$ cat src/rtl/core_pkg.sv
// Shared core types and constants used by the vector load path.
// Holds the VRF word type, vector length type, lane count and the packer FSM states.
// Pure declarations: no logic, no latency, no flow control.
package core_pkg;

    // Number of VRF lanes; a load block is always a whole multiple of this many words.
    localparam int unsigned NrLane = 4;

    // One VRF word as seen by the vector load unit.
    typedef logic [63:0] vrf_data_t;

    // Byte count of a vector operation.
    typedef logic [15:0] vlen_t;

    localparam int unsigned VrfWordB = $bits(vrf_data_t) / 8;

    typedef enum logic [1:0] {
        VLP_IDLE = 2'd0,
        VLP_FILL = 2'd1,
        VLP_PAD  = 2'd2
    } vld_packer_state_e;

endpackage : core_pkg

$ cat src/rtl/vld_packer.sv
// Packs narrow memory-response beats little-endian into VRF words and pads
// each command with zero words up to a whole multiple of NrLane words.
// Latency: a completed word is on load_op_o the cycle after its last beat;
// done_o pulses the cycle after the command's final word is registered.
// Backpressure: a single output register; beats and pad words advance only
// when that register is empty or draining this cycle.
//
// Ports:
//   clk_i, rst_i                      clock, synchronous active-high reset
//   cmd_valid_i/cmd_ready_o/cmd_vlB_i load command (payload byte count)
//   mem_valid_i/mem_ready_o/mem_data_i memory beats, byte 0 = lowest address
//   load_op_valid_o/load_op_ready_i/load_op_o packed word stream to the VLU
//   done_o                            end-of-command pulse
// MemBytes must be a power of two that divides VrfWordB.
module vld_packer
    import core_pkg::*;
#(
    parameter int unsigned MemBytes = 4
) (
    input  logic                  clk_i,
    input  logic                  rst_i,
    input  logic                  cmd_valid_i,
    output logic                  cmd_ready_o,
    input  vlen_t                 cmd_vlB_i,
    input  logic                  mem_valid_i,
    output logic                  mem_ready_o,
    input  logic [8*MemBytes-1:0] mem_data_i,
    output logic                  load_op_valid_o,
    input  logic                  load_op_ready_i,
    output vrf_data_t             load_op_o,
    output logic                  done_o
);

    localparam int unsigned PtrW  = $clog2(VrfWordB);
    localparam int unsigned WcntW = $clog2(NrLane);

    vld_packer_state_e r_state_q;
    vlen_t             r_rem_q;
    logic [PtrW-1:0]   r_ptr_q;
    logic [WcntW-1:0]  r_wcnt_q;
    vrf_data_t         r_acc_q;
    vrf_data_t         r_out_q;
    logic              r_out_valid_q;
    logic              r_done_q;

    logic              w_slot;
    logic              w_beat;
    vrf_data_t         w_merged;
    vlen_t             w_rem_d;
    logic [PtrW-1:0]   w_ptr_d;
    logic              w_word_end;
    logic [WcntW-1:0]  w_wcnt_inc;

    // Output register can take a new word if empty or emptying this cycle.
    assign w_slot = !r_out_valid_q || load_op_ready_i;
    assign w_beat = (r_state_q == VLP_FILL) && mem_valid_i && w_slot;

    assign cmd_ready_o     = (r_state_q == VLP_IDLE);
    assign mem_ready_o     = (r_state_q == VLP_FILL) && w_slot;
    assign load_op_valid_o = r_out_valid_q;
    assign load_op_o       = r_out_q;
    assign done_o          = r_done_q;

    // Beat bytes beyond the remaining payload are zeroed so the tail word
    // never carries stale or out-of-command data.
    always_comb begin
        w_merged = r_acc_q;
        for (int k = 0; k < int'(MemBytes); k++) begin
            if (vlen_t'(k) < r_rem_q) begin
                w_merged[(int'(r_ptr_q) + k)*8 +: 8] = mem_data_i[k*8 +: 8];
            end else begin
                w_merged[(int'(r_ptr_q) + k)*8 +: 8] = 8'h00;
            end
        end
    end

    assign w_rem_d    = (r_rem_q > vlen_t'(MemBytes)) ? (r_rem_q - vlen_t'(MemBytes)) : '0;
    assign w_ptr_d    = r_ptr_q + PtrW'(MemBytes);
    assign w_word_end = ((int'(r_ptr_q) + int'(MemBytes)) == int'(VrfWordB)) || (w_rem_d == '0);
    assign w_wcnt_inc = r_wcnt_q + WcntW'(1);

    always_ff @(posedge clk_i) begin
        if (rst_i) begin
            r_state_q     <= VLP_IDLE;
            r_rem_q       <= '0;
            r_ptr_q       <= '0;
            r_wcnt_q      <= '0;
            r_acc_q       <= '0;
            r_out_q       <= '0;
            r_out_valid_q <= 1'b0;
            r_done_q      <= 1'b0;
        end else begin
            r_done_q <= 1'b0;

            // Drain; a load below in the same cycle overrides this (no bubble).
            if (r_out_valid_q && load_op_ready_i) begin
                r_out_valid_q <= 1'b0;
            end

            case (r_state_q)
                VLP_IDLE: begin
                    if (cmd_valid_i) begin
                        r_rem_q <= cmd_vlB_i;
                        r_ptr_q <= '0;
                        r_acc_q <= '0;
                        if (cmd_vlB_i == '0) begin
                            r_done_q <= 1'b1;
                        end else begin
                            r_state_q <= VLP_FILL;
                        end
                    end
                end

                VLP_FILL: begin
                    if (w_beat) begin
                        r_rem_q <= w_rem_d;
                        if (w_word_end) begin
                            r_out_q       <= w_merged;
                            r_out_valid_q <= 1'b1;
                            r_acc_q       <= '0;
                            r_ptr_q       <= '0;
                            r_wcnt_q      <= w_wcnt_inc;
                            if (w_rem_d == '0) begin
                                if (w_wcnt_inc == '0) begin
                                    r_state_q <= VLP_IDLE;
                                    r_done_q  <= 1'b1;
                                end else begin
                                    r_state_q <= VLP_PAD;
                                end
                            end
                        end else begin
                            r_acc_q <= w_merged;
                            r_ptr_q <= w_ptr_d;
                        end
                    end
                end

                VLP_PAD: begin
                    if (w_slot) begin
                        r_out_q       <= '0;
                        r_out_valid_q <= 1'b1;
                        r_wcnt_q      <= w_wcnt_inc;
                        if (w_wcnt_inc == '0) begin
                            r_state_q <= VLP_IDLE;
                            r_done_q  <= 1'b1;
                        end
                    end
                end

                default: r_state_q <= VLP_IDLE;
            endcase
        end
    end

endmodule : vld_packer
$ cat config.mk
export PLATFORM = sky130hd
export DESIGN_NAME = vld_packer
export DESIGN_NICKNAME = d
export VERILOG_FILES = /design/src/rtl/core_pkg.sv /design/src/rtl/vld_packer.sv
export SDC_FILE = /design/constraint.sdc
export NUM_CORES = 1
export LEC_CHECK = 0
export ABC_CLOCK_PERIOD_IN_PS = 2900
export CAP_MARGIN = 20
export CORE_MARGIN = 10
export CORE_UTILIZATION = 48
export DETAILED_ROUTE_END_ITERATION = 10
export PLACE_DENSITY = 0.76
export SYNTH_ARGS = -nofsm -noshare
export SYNTH_HDL_FRONTEND = slang
export SYNTH_SLANG_ARGS = --single-unit
$ cat constraint.sdc
create_clock -name clk_i -period 2.9 [get_ports clk_i]
set_input_delay 0.29 -clock clk_i [delete_from_list [all_inputs] [get_ports clk_i]]
set_output_delay 0.29 -clock clk_i [all_outputs]
set_load 0.01 [all_outputs]
# After elaboration in Yosys (flattened, before gate mapping)
# Index checks and enable logic that the tools add are counted.
[totals]
wordCells = 116
reg_bits = 153
input_bits = 53
latchBits = 0
mem_bits_rw = 0
mem_count = 0
romBits = 0
output_inout_bits = 68
[classes]
addsub = 11
div = 0
order_cmp = 5
muxes = 54
n_mul = 0
n_shift = 12
n_reduce_logical = 16
n_bitwise = 0
n_eq_ne = 10
[ops]
columns = ["op", "count"]
rows = [
  ["$mux W64", 10],
  ["$bwmux W64", 8],
  ["$pmux W64 S2", 2],
  ["$shift A8 B33 Y64 const A", 4],
  ["$shiftx A8 B33 Y64", 4],
  ["$shiftx A8 B33 Y64 const A", 4],
  ["$neg A7 Y33", 3],
  ["$mux W16", 3],
  ["$neg A6 Y33", 1],
  ["$logic_not A16 Y1", 2],
  ["$lt A1 B16 Y1 const A", 2],
  ["$lt A2 B16 Y1 const A", 2],
  ["$pmux W16 S2", 1],
  ["$mux W2", 11],
  ["$gt A16 B3 Y1 const B", 1],
  ["$sub A16 B3 Y16 const B", 1],
  ["$ne A2 B2 Y1 const B", 6],
  ["$mux W1", 11],
  ["$mux W3", 3],
  ["$add A3 B2 Y4 const B", 2],
  ["$reduce_and A7 Y1", 1],
  ["$pmux W2 S3", 1],
  ["$pmux W3 S2", 1],
  ["$add A3 B1 Y4 const B", 1],
  ["17 further kinds", 23],
]

# Logic depth before layout (Yosys ltp)
[logic_depth]
depth_word = 13
mapped_depth = 13
depth_no_buf = 8

# Worst setup path before layout
# No wires, ideal clock.
[synth_timing]
kind = "flip-flop to flip-flop"
startpoint = "reg r_rem_q[2]"
endpoint = "reg r_out_q[32] (netlist: load_op_o[32])"
required_ns = 2.779
path_slack_ns = 0.057
path_stages_with_launch = 13
arrival_time_ns = 2.721
path_buffers = 4
cell_sequence = "dfxtp_1 -> buf_2 -> inv_1 -> ha_1 -> buf_2 -> nor3b_1 -> or4_4 -> a2111o_1 -> nor4_2 -> nor2_1 -> buf_4 -> buf_6 -> mux2_4"
[synth_via]
elab_chain_cells = 11
word_cells_on_any_way = 24
classes_between = "add/sub (1); order compare (5); eq/ne (1); mux (14); reduce/logical (3)"
[synth_rtl]
columns = ["element", "line_no", "rtl"]
rows = [
  ["start, declared", "vld_packer.sv:38", "vlen_t r_rem_q;"],
  ["start signal, assigned", "vld_packer.sv:103", "r_rem_q <= cmd_vlB_i;"],
  ["start signal, assigned", "vld_packer.sv:116", "r_rem_q <= w_rem_d;"],
  ["$lt A1 B16 Y1", "vld_packer.sv:69", "if (vlen_t'(k) < r_rem_q) begin"],
  ["$mux W64", "vld_packer.sv:69", ""],
  ["$bwmux W64, on equally long branches", "vld_packer.sv:72, vld_packer.sv:70", ""],
  ["$mux W64", "vld_packer.sv:69", ""],
  ["$bwmux W64, on equally long branches", "vld_packer.sv:72, vld_packer.sv:70", ""],
  ["$mux W64", "vld_packer.sv:69", ""],
  ["$bwmux W64, on equally long branches", "vld_packer.sv:72, vld_packer.sv:70", ""],
  ["$mux W64", "vld_packer.sv:69", ""],
  ["$mux W64", "vld_packer.sv:117", "if (w_word_end) begin"],
  ["$mux W64", "vld_packer.sv:115", "if (w_beat) begin"],
  ["$pmux W64 S2", "vld_packer.sv:100", "case (r_state_q)"],
  ["end signal, assigned", "vld_packer.sv:118", "r_out_q <= w_merged;"],
  ["end, declared", "vld_packer.sv:42", "vrf_data_t r_out_q;"],
]
# Parallel ways exist; a longest one is shown, timed or not. The select of a mux whose other input is x is not followed.
# A chain may end at the register's enable or synchronous reset.

# Worst setup path after layout
[layout_timing]
startpoint = "reg r_rem_q[2]"
endpoint = "reg r_out_q[37] (netlist: load_op_o[37])"
# Same word-level chain as after synthesis.

==> results_dict.tcl <==
set metrics [dict create \
    pre_cts_ws_ns 0.1394 \
    cts_tree "yes" \
    finalCriticalPeriod_ns 2.743 \
    place_congestion 0.9336 \
    final_cell_mix "dfxtp_1 (150), clkdlybuf4s50_1 (119), o21ai_0 (77)" \
    drv_cap 0 \
    synth_nets 884 \
    holdCritPathClass "input port to register" \
    cp_max_fo 36 \
    drc 0 \
    clkTransAtPathRegs_ns 0.06 \
    syn2layout_area_growth_pct 28.32 \
    viasPerCell 5.740 \
    regToRegStartpoint "r_rem_q[2]" \
    fill_cells 1293 \
    grt_pass1_wl_mm 33.11 \
    yosysSeqAreaShare_pct 42.42 \
    fin_setup_tns_ns 0 \
    p_int_mw 5.140 \
    critical_path_required_ns 3.21 \
    async_flop_share_pct 0 \
    r2r_cells 9 \
    cts_sinks 151 \
    critPathLaunchType "register" \
    reg2reg_to "load_op_o[37]" \
    die_h_um 141.8 \
    cts_buffers 17 \
    power.total_mw 8.653 \
    start_util_pct 49.03 \
    netSwitchingFraction_pct 40.60 \
    report.final.slew_viol_count 0 \
    pin_count 121 \
    num_vias 6429 \
    synthesis.area_um2 7126 \
    switchingPower_mw 3.513 \
    numPortBuffers 120 \
    insertion_delay_ns 0.43 \
    grt_overflow_total 0 \
    die_w_um 141.8 \
    finClkSkew_ns 0.01535 \
    final_layout_size_suffix_gt1_share_pct 12.18 \
    core_area_um2 14530 \
    final_area_um2 9144 \
    grt_setup_unrepaired "false" \
    place_area_um2 8547 \
    worst_hold_startpoint "rst_i" \
    post-cts-setup-buffers 0 \
    p_clk_share_pct 24.6 \
    slew_headroom_pct 46.26 \
    final-setup-viol-count 0 \
    antenna_found_initial 1 \
    combPwrFrac_pct 45.0 \
    synth_edf_count 0 \
    whs_endpoint "r_rem_q[14]" \
    layout_setup_ws_ns 0.1568 \
    synthCells 824 \
    avgSynthCellArea_um2 8.648 \
    clk_path_buf_depth 2 \
    p_leak_nw 3.393 \
    first_global_vias 6397 \
    tightest_slew_ns 0.8062 \
    htreeDepth 4 \
    ys_ff_latch 151 \
    cp-end-kind "register" \
    dieArea_um2 20120 \
    seqPwrFrac_pct 30.4 \
    min_period_over_period_pct 94.59 \
    final_common_cell "dfxtp_1" \
    outcome "finished clean" \
    powerDensity_nw_per_um2 946.3 \
    track_usage_pct 19.96 \
    rrSetupSlack_ns 0.16 \
    antenna_cells 0 \
    synth-main-ff-cell "dfxtp_1" \
    max-vdd-ir-drop_mv 0.5542 \
    ys_warn_count 0 \
    wl_per_cell_um 17.95 \
    clock-root-buffer "clkbuf_16" \
    first_pass_iters 5 \
    arrival_ns 3.05 \
    fp-row-count 44 \
    drt_iter0_markers 517 \
    finalWirelength_mm 20.10 \
    hold_depth 2 \
    crit_type "register to register" \
    utilization_pct 62.91 \
    ant_nets 0 \
    grt_max_degree 50 \
    fmax_mhz 364.5 \
    nets 983 \
    synth_cell_types 57 \
    dp_hpwl_mm 13.58 \
    hold_violations 0 \
]
-- Yosys cell counts, types with 3 or more instances --
cell type	count	share of area (%)
a211oi_1	5	0.53
nand2_1	71	3.7
a21oi_1	38	2.7
nor3_1	15	1.1
nand3_1	23	1.6
nor2b_1	69	6.1
o2bb2ai_1	4	0.49
clkbuf_1	56	2.9
o211ai_1	9	0.95
mux2_4	16	3.4
dfxtp_1	151	42
a22oi_1	11	1.2
ha_1	7	1.2
nand2b_1	23	2.0
or4_1	4	0.42
o21ai_0	77	5.4
buf_6	3	0.47
o32ai_1	3	0.37
nand3b_1	16	1.7
a32o_1	17	2.4
inv_1	9	0.47
mux2_2	16	2.5
xnor2_1	3	0.37
nand4_1	4	0.35
mux2i_1	12	1.7
nor2_1	66	3.5
buf_2	10	0.70
nand4b_1	16	2.0
o31ai_1	9	0.95
nor4_1	7	0.61
a31oi_1	18	1.6
or3_1	3	0.26
-- metal layers --
layer | vias to the layer above | part of all wire, % | global-route usage (%)
li1 | 3133 | - | -
met1 | 3069 | 45 | 24.99
met2 | 193 | 47 | 32.14
met3 | 32 | 6.5 | 6.142
met4 | 2 | 1.8 | 6.079
met5 | - | 0.045 | 0
-- final cells by class --
type | count | area, µm² | area share [%]
Multi-Input combinational cell | 590 | 3810 | 41.67
Sequential cell | 151 | 3024 | 33.07
Timing Repair Buffer | 153 | 1473 | 16.11
Clock buffer | 22 | 474.2 | 5.186
Tap cell | 184 | 230.2 | 2.518
Clock inverter | 10 | 95.09 | 1.040
Inverter | 10 | 37.54 | 0.4105
-- flip-flops by register name, summed over array words and instances (netlist names) --
signal,flops
load_op_valid_o,1
load_op_o,64
r_ptr_q,1
r_acc_q,64
r_wcnt_q,2
r_state_q,2
done_o,1
r_rem_q,16
-- logic make-up after synthesis --
| family | after synthesis | synth area share (%) |
|---|---|---|
| AND/OR/NAND/NOR | 330 | 24.93 |
| AO/OA/AOI/OAI | 205 | 18.37 |
| flip-flops | 151 | 42.42 |
| buffers and inverters | 83 | 4.969 |
| multiplexers | 44 | 7.586 |
| adder cells (fa/ha/maj) | 7 | 1.229 |
| XOR/XNOR | 4 | 0.4917 |
-- through the flow --
| step | hold slack, ns | instances |
|---|---|---|
| floorplan | 0.4259 | 824 |
| global placement | 0.4338 | 1088 |
| detailed placement | 0.4434 | 1088 |
| CTS | 0.3689 | 1120 |
| global route | 0.4147 | 1120 |
| finish | 0.3853 | 1120 |
-- power by group through the flow --
stage / registers [mW] / logic, mW / clock network [mW]
finish: 2.63 / 3.90 / 2.13
floorplan: 2.58 / 2.61 / 0
global route: 2.66 / 4.29 / 2.25
detailed placement: 2.66 / 3.80 / 0
global placement: 2.66 / 3.78 / 0
CTS: 2.62 / 3.82 / 2.15
-- worst max-delay path, cell delays in order (launching register included) --
cell      delay, ns
dfxtp_1        0.34
inv_1          0.05
ha_1           0.25
nor3b_1        0.17
or4_4          0.45
a2111o_1       0.44
nor4_4         0.33
nor2_4         0.08
buf_12         0.19
mux2_4         0.32
-- worst max path at each step --
stage                     from            end  slack (ns)
finish              r_rem_q[2]  load_op_o[37]        0.16
global route        r_rem_q[3]   r_state_q[0]        0.02
CTS                 r_rem_q[3]  load_op_o[58]        0.11
detailed placement  r_rem_q[3]  load_op_o[52]        0.14
global placement    r_rem_q[2]  load_op_o[52]        0.17
floorplan           r_rem_q[2]  load_op_o[32]        0.06
-- timing repair --
item / in CTS / in global routing
setup endpoints to repair: 0 / 57
gates resized for setup: 0 / 6
hold buffers: 0 / 0
No activity file was read; power rests on OpenSTA's default activity.
